`src/rtl/pad_in_conditioner.sv`:
```
// rtl/pad_in_conditioner.sv - per-pad input synchronizer, glitch filter and edge/level interrupt detector
// Glitch filter counters are compiled in only when PAD_IN_FILTER_EN is defined.
module pad_in_conditioner #(
  parameter int N_IO  = 48,
  parameter int CNT_W = 4
) (
  input  logic              clk_i,
  input  logic              rst_ni,
  input  logic [N_IO-1:0]   io_in_i,
  input  logic [N_IO-1:0]   filt_en_i,
  input  logic [CNT_W-1:0]  filt_len_i,
  input  logic [2*N_IO-1:0] irq_type_i,
  input  logic [N_IO-1:0]   irq_en_i,
  input  logic [N_IO-1:0]   irq_clr_i,
  output logic [N_IO-1:0]   data_o,
  output logic [N_IO-1:0]   irq_pending_o,
  output logic              irq_o
);

  logic [N_IO-1:0] s1, s2;
  logic [N_IO-1:0] data_nxt;
  logic [N_IO-1:0] event_hit;
  logic [N_IO-1:0] pending_nxt;

  always_ff @(posedge clk_i or negedge rst_ni) begin
    if (!rst_ni) begin
      s1 <= '0;
      s2 <= '0;
    end else begin
      s1 <= io_in_i;
      s2 <= s1;
    end
  end

`ifdef PAD_IN_FILTER_EN
  logic [CNT_W-1:0] cnt_q   [N_IO];
  logic [CNT_W-1:0] cnt_nxt [N_IO];

  // cnt counts consecutive cycles s2 has disagreed with data_o; >= lets a shortened L release at once
  always_comb begin
    data_nxt = data_o;
    for (int k = 0; k < N_IO; k++) begin
      cnt_nxt[k] = '0;
      if (!filt_en_i[k]) begin
        data_nxt[k] = s2[k];
      end else if (s2[k] != data_o[k]) begin
        if (cnt_q[k] >= filt_len_i) begin
          data_nxt[k] = s2[k];
        end else begin
          cnt_nxt[k] = cnt_q[k] + 1'b1;
        end
      end
    end
  end

  always_ff @(posedge clk_i or negedge rst_ni) begin
    if (!rst_ni) begin
      for (int k = 0; k < N_IO; k++) cnt_q[k] <= '0;
    end else begin
      for (int k = 0; k < N_IO; k++) cnt_q[k] <= cnt_nxt[k];
    end
  end
`else
  logic unused_filter_cfg;
  assign unused_filter_cfg = ^{filt_en_i, filt_len_i};
  assign data_nxt = s2;
`endif

  // Events look at the value data_o is about to take so pending rises with data_o
  always_comb begin
    event_hit = '0;
    for (int k = 0; k < N_IO; k++) begin
      case (irq_type_i[2*k +: 2])
        2'b00:   event_hit[k] = ~data_o[k] &  data_nxt[k];
        2'b01:   event_hit[k] =  data_o[k] & ~data_nxt[k];
        2'b10:   event_hit[k] =  data_o[k] ^  data_nxt[k];
        default: event_hit[k] =  data_nxt[k];
      endcase
    end
  end

  assign pending_nxt = event_hit | (irq_pending_o & ~irq_clr_i);

  always_ff @(posedge clk_i or negedge rst_ni) begin
    if (!rst_ni) begin
      data_o        <= '0;
      irq_pending_o <= '0;
      irq_o         <= 1'b0;
    end else begin
      data_o        <= data_nxt;
      irq_pending_o <= pending_nxt;
      irq_o         <= |(irq_pending_o & irq_en_i);
    end
  end

endmodule
```
`config.mk`:
```
export PLATFORM = sky130hd
export DESIGN_NAME = pad_in_conditioner
export DESIGN_NICKNAME = d
export VERILOG_FILES = /design/src/rtl/pad_in_conditioner.sv
export SDC_FILE = /design/constraint.sdc
export NUM_CORES = 1
export LEC_CHECK = 0
export BUFFER_PORTS_ARGS = -buffer_cell sky130_fd_sc_hd__buf_2
export CORE_AREA = 2 2 152 154
export CTS_BUF_LIST = sky130_fd_sc_hd__clkbuf_8
export DETAILED_ROUTE_END_ITERATION = 10
export DIE_AREA = 0 0 154 156
export PLACE_DENSITY_LB_ADDON = 0.15
export SKIP_CTS_REPAIR_TIMING = 1
export SLEW_MARGIN = 20
export SYNTH_ARGS = -nofsm -noshare
export SYNTH_HDL_FRONTEND = slang
export SYNTH_SLANG_ARGS = --single-unit
```
`constraint.sdc`:
```
create_clock -name clk_i -period 2 [get_ports clk_i]
set_input_delay 0 -clock clk_i [delete_from_list [all_inputs] [get_ports clk_i]]
set_output_delay 0 -clock clk_i [all_outputs]
set_load 0.02 [all_outputs]
```
## Yosys cells after proc, flatten, opt, wreduce, memory -nomap -nowiden

Index checks and enable logic that the tools add are counted.

| operators by class | value |
|---|---|
| equality and inequality tests | 96 |
| multiplexer cells | 48 |
| bitwise operators | 244 |
| reduce and logical (&&, ||, !) cells | 49 |

Operators with widths:

| kind | number |
|---|---|
| one-hot mux 1 bit (3 select lines) | 48 |
| AND 1 bit | 96 |
| AND 48 bit | 2 |
| equality test 2 x 1 -> 1 bit, second input constant | 48 |
| equality test 2 bit, second input constant | 48 |
| logical NOT 2 bit | 48 |
| inverter 1 bit | 96 |
| inverter 48 bit | 1 |
| OR 48 bit | 1 |
| OR reduction 48 bit | 1 |
| bitwise XOR 1 bit | 48 |

| word-level totals | value |
|---|---|
| register bits | 193 |
| input port bits | 294 |

## Depth between registers and ports, before layout

| depth | value |
|---|---|
| depth after elaboration | 4 |
| depth in mapped cells | 5 |

## Least setup slack after synthesis

No wires, ideal clock.

| timing | value |
|---|---|
| path kind | reg2reg |
| start point | reg irq_pending_o[28] |
| end point | reg irq_o |
| arrival | 1,435 ps |
| path slack | 427 ps |
| cell stages (with the launch flop) | 5 |
| clock period less this slack | 1,573 ps |
| path through | dfrtp_1 -> a22o_1 -> a221oi_2 -> nand4_1 -> or4_1 |

| on the way | value |
|---|---|
| word-level cells in the longest chain between the ends | 2 |

RTL lines:

| item | line | text |
|---|---|---|
| start: declaration | 16 | `output logic [N_IO-1:0] irq_pending_o,` |
| start signal: assignment | 91 | `irq_pending_o <= pending_nxt;` |
| AND 48 bit | 92 | `irq_o <= \|(irq_pending_o & irq_en_i);` |
| OR reduction 48 bit | 92 |  |
| end signal: assignment | 92 |  |
| end: declaration | 17 | `output logic irq_o` |

Every way passes these cells.

## Final worst setup path

| timing | value |
|---|---|
| start point | reg irq_pending_o[38] |
| end point | reg irq_o |

Same word-level chain as after synthesis.

==> flow_summary.json <==
{
  "outcome": "complete, but fails checks",
  "violations": "negative hold slack",
  "synth_nets": 1046,
  "syn-instance-count": 656,
  "grt_use_total_pct": 15.9,
  "yosysTopAreaCell": "dfrtp_1",
  "drc": 0,
  "path_buf_inv": 1,
  "grt.overflow.total": 0,
  "grt_pass1_vias": 6012,
  "via_count": 6604,
  "timing.final.ws_setup_ps": 157,
  "min_path_type": "in -> reg",
  "cp.arrival_ps": 2170,
  "synth_top_area_share_pct": 57.5,
  "io_pins": 391,
  "rows": 55,
  "via_per_inst": 4.44,
  "fmax_ghz": 0.542,
  "finalCriticalPeriod_ps": 1840,
  "syn2layout_area_growth_pct": 50.5,
  "crit_required_ps": 2330,
  "clock_skew_ps": 17.4,
  "cp-start-kind": "register",
  "cpMaxStageDelayCell": "dlygate4sd3_1",
  "routabilityCongestion": 0.765,
  "numCtsBuffers": 17,
  "whs_ps": -2.57,
  "ys_top_cells_by_area": "dfrtp_1, ha_1, mux2i_1",
  "finalCritPeriodShare_pct": 92.2,
  "cts_buffer_depth": 2,
  "nNetsFinal": 1582,
  "portBuffers": 338,
  "wl_met1_um": 8710,
  "setup_viol": 0,
  "yosysUniqueCellTypes": 15,
  "first_pass_iters": 4,
  "wirelength_um": 20900,
  "grt_antenna_before_repair": 0,
  "pre_cts_ws_ps": 206,
  "clkLatencyLatePin_ps": 460,
  "diodes": 0,
  "wl_per_cell_um": 14.0,
  "cts_tree": "done",
  "ant_nets": 0,
  "fp.dieW_um": 154,
  "max_cap_violations": 0,
  "die_h_um": 156,
  "cts.reportedPaths.clkPinSlew_ps": 100,
  "drive_above_1_share_pct": 31.6,
  "drv_slew": 0,
  "coreArea_um2": 22400,
  "cellPowerDensity_nw_per_um2": 683,
  "grt_start_max_net_pins": 66,
  "start_util_pct": 37.5,
  "path_cells": "a22oi_1, dlygate4sd3_1, nand3_1, or4_1",
  "cp-end-kind": "register",
  "cts_max_level": 4,
  "tightestPinTransition_ps": 418,
  "dr_wl_met3_um": 1530,
  "grt_pass1_wl_um": 29600,
  "dp_hpwl_um": 15500,
  "postSynthAreaPerCell_um2": 12.8,
  "dr.max_layer_used": "met4",
  "relSlewSlack_pct": 72.1,
  "cpPeakStageDelay_ps": 570,
  "fp.dieArea_um2": 24000,
  "leakage_uw": 0.00684,
  "ys_ff_latch": 193,
  "drt-initial-drc-count": 241,
  "yosysWarnings": 0,
  "syn-cell-area_um2": 8390,
  "rsz0062_at_grt": "no",
  "path_class": "reg -> reg",
  "irDropWorstVdd_mv": 0.368,
  "wl_met2_um": 10300,
  "critical-path-top-delay-family": "simple AND/OR/NAND/NOR gates",
  "cts.sinks": 193,
  "ys_seq_area_share_pct": 57.5,
  "root_buffer": "clkbuf_8",
  "hold_viol": 1,
  "crit_path_max_fanout": 3,
  "tns_ps": 0
}
==> worst paths after layout <==
kind | start | slack, ps | to | depth (start not counted)
max | irq_pending_o[38] | 160 | irq_o | 4
min in group asynchronous | rst_ni | 40 | data_nxt[20] | 2
max in group asynchronous | rst_ni | 1180 | s1[28] | 3
max reg2reg | irq_pending_o[38] | 160 | irq_o | 4
min reg2reg | s1[4] | 350 | data_nxt[4] | 0
min | irq_en_i[11] | -3 | irq_o | 4
==> cells by family after synthesis <==
kind of cell | count (synthesis) | share of synthesized area (%)
DFF | 193 | 57.5
and+or+nand+nor | 55 | 2.59
adders and majority gates | 96 | 14.3
muxes | 94 | 11.2
buffers and inverters | 144 | 6.44
AOI/OAI and AO/OA | 74 | 7.87
==> worst reg2reg max path: cells and delay by family (launching register included) <==
kind	cells	cell delay, ps
AOI/OAI and AO/OA	1	150
buffers and inverters	1	570
DFF	1	410
and+or+nand+nor	2	590
==> metal layers <==
layer  up-vias  track usage [%]
met4         0             5.38
li1       3280                -
met5         -                0
met1      3057             18.8
met2       244             26.7
met3        23             6.03
==> flip-flops by register name, summed over array words and instances, names as in the netlist <==
name           count
s1                48
data_o            48
data_nxt          48
irq_o              1
irq_pending_o     48
==> cells in the final DEF (no fill, tap or decap), types with 3 or more instances in the layout <==
cell,instances
a221oi_1,6
o221ai_1,48
buf_4,4
dlygate4sd3_1,173
mux2i_1,92
clkinv_4,5
a22oi_1,4
a221oi_2,4
inv_1,144
a22o_1,10
buf_2,337
dfrtp_1,193
nand2_1,50
inv_8,4
ha_1,96
inv_6,3
clkbuf_8,20
==> stage by stage <==
stage | utilization, % | power (uW) | hold WS (ps) | cell area (um^2) | cells
after floorplan | - | 5140 | -296 | 8390 | 656
after global placement | 47.0 | 5860 | -18.5 | 10500 | 1285
after detailed placement | 47.0 | 5890 | -19.0 | 10500 | 1285
after CTS | 48.7 | 8390 | -555 | 10900 | 1316
after global routing | 56.5 | 9140 | 4.56 | 12600 | 1489
final | 56.5 | 8630 | -2.57 | 12600 | 1489
==> cells in the mapped netlist <==
cell,n
mux2i_1,92
inv_1,144
or4_1,1
a221oi_1,6
a22oi_1,4
a22o_1,10
nand3_1,2
a221oi_2,4
ha_1,96
o21ai_0,2
mux2_2,2
dfrtp_1,193
nand2_1,50
nand4_1,2
o221ai_1,48
==> report_power, final <==
part           internal [uW]  switching [uW]
logic                    944             858
clock network            977            1470
registers               4180             203
total                   6100            2530
==> layout make-up <==
type                    count  area [um^2]
clock inverters            12          115
clock buffers              19          262
multi-input cells         319         3020
repair buffers            517         3500
fillers                  1954         9740
well taps                 285          357
inverters                 144          541
flip-flops and latches    193         4830
Note: power is estimated with default switching activity, not from simulation.
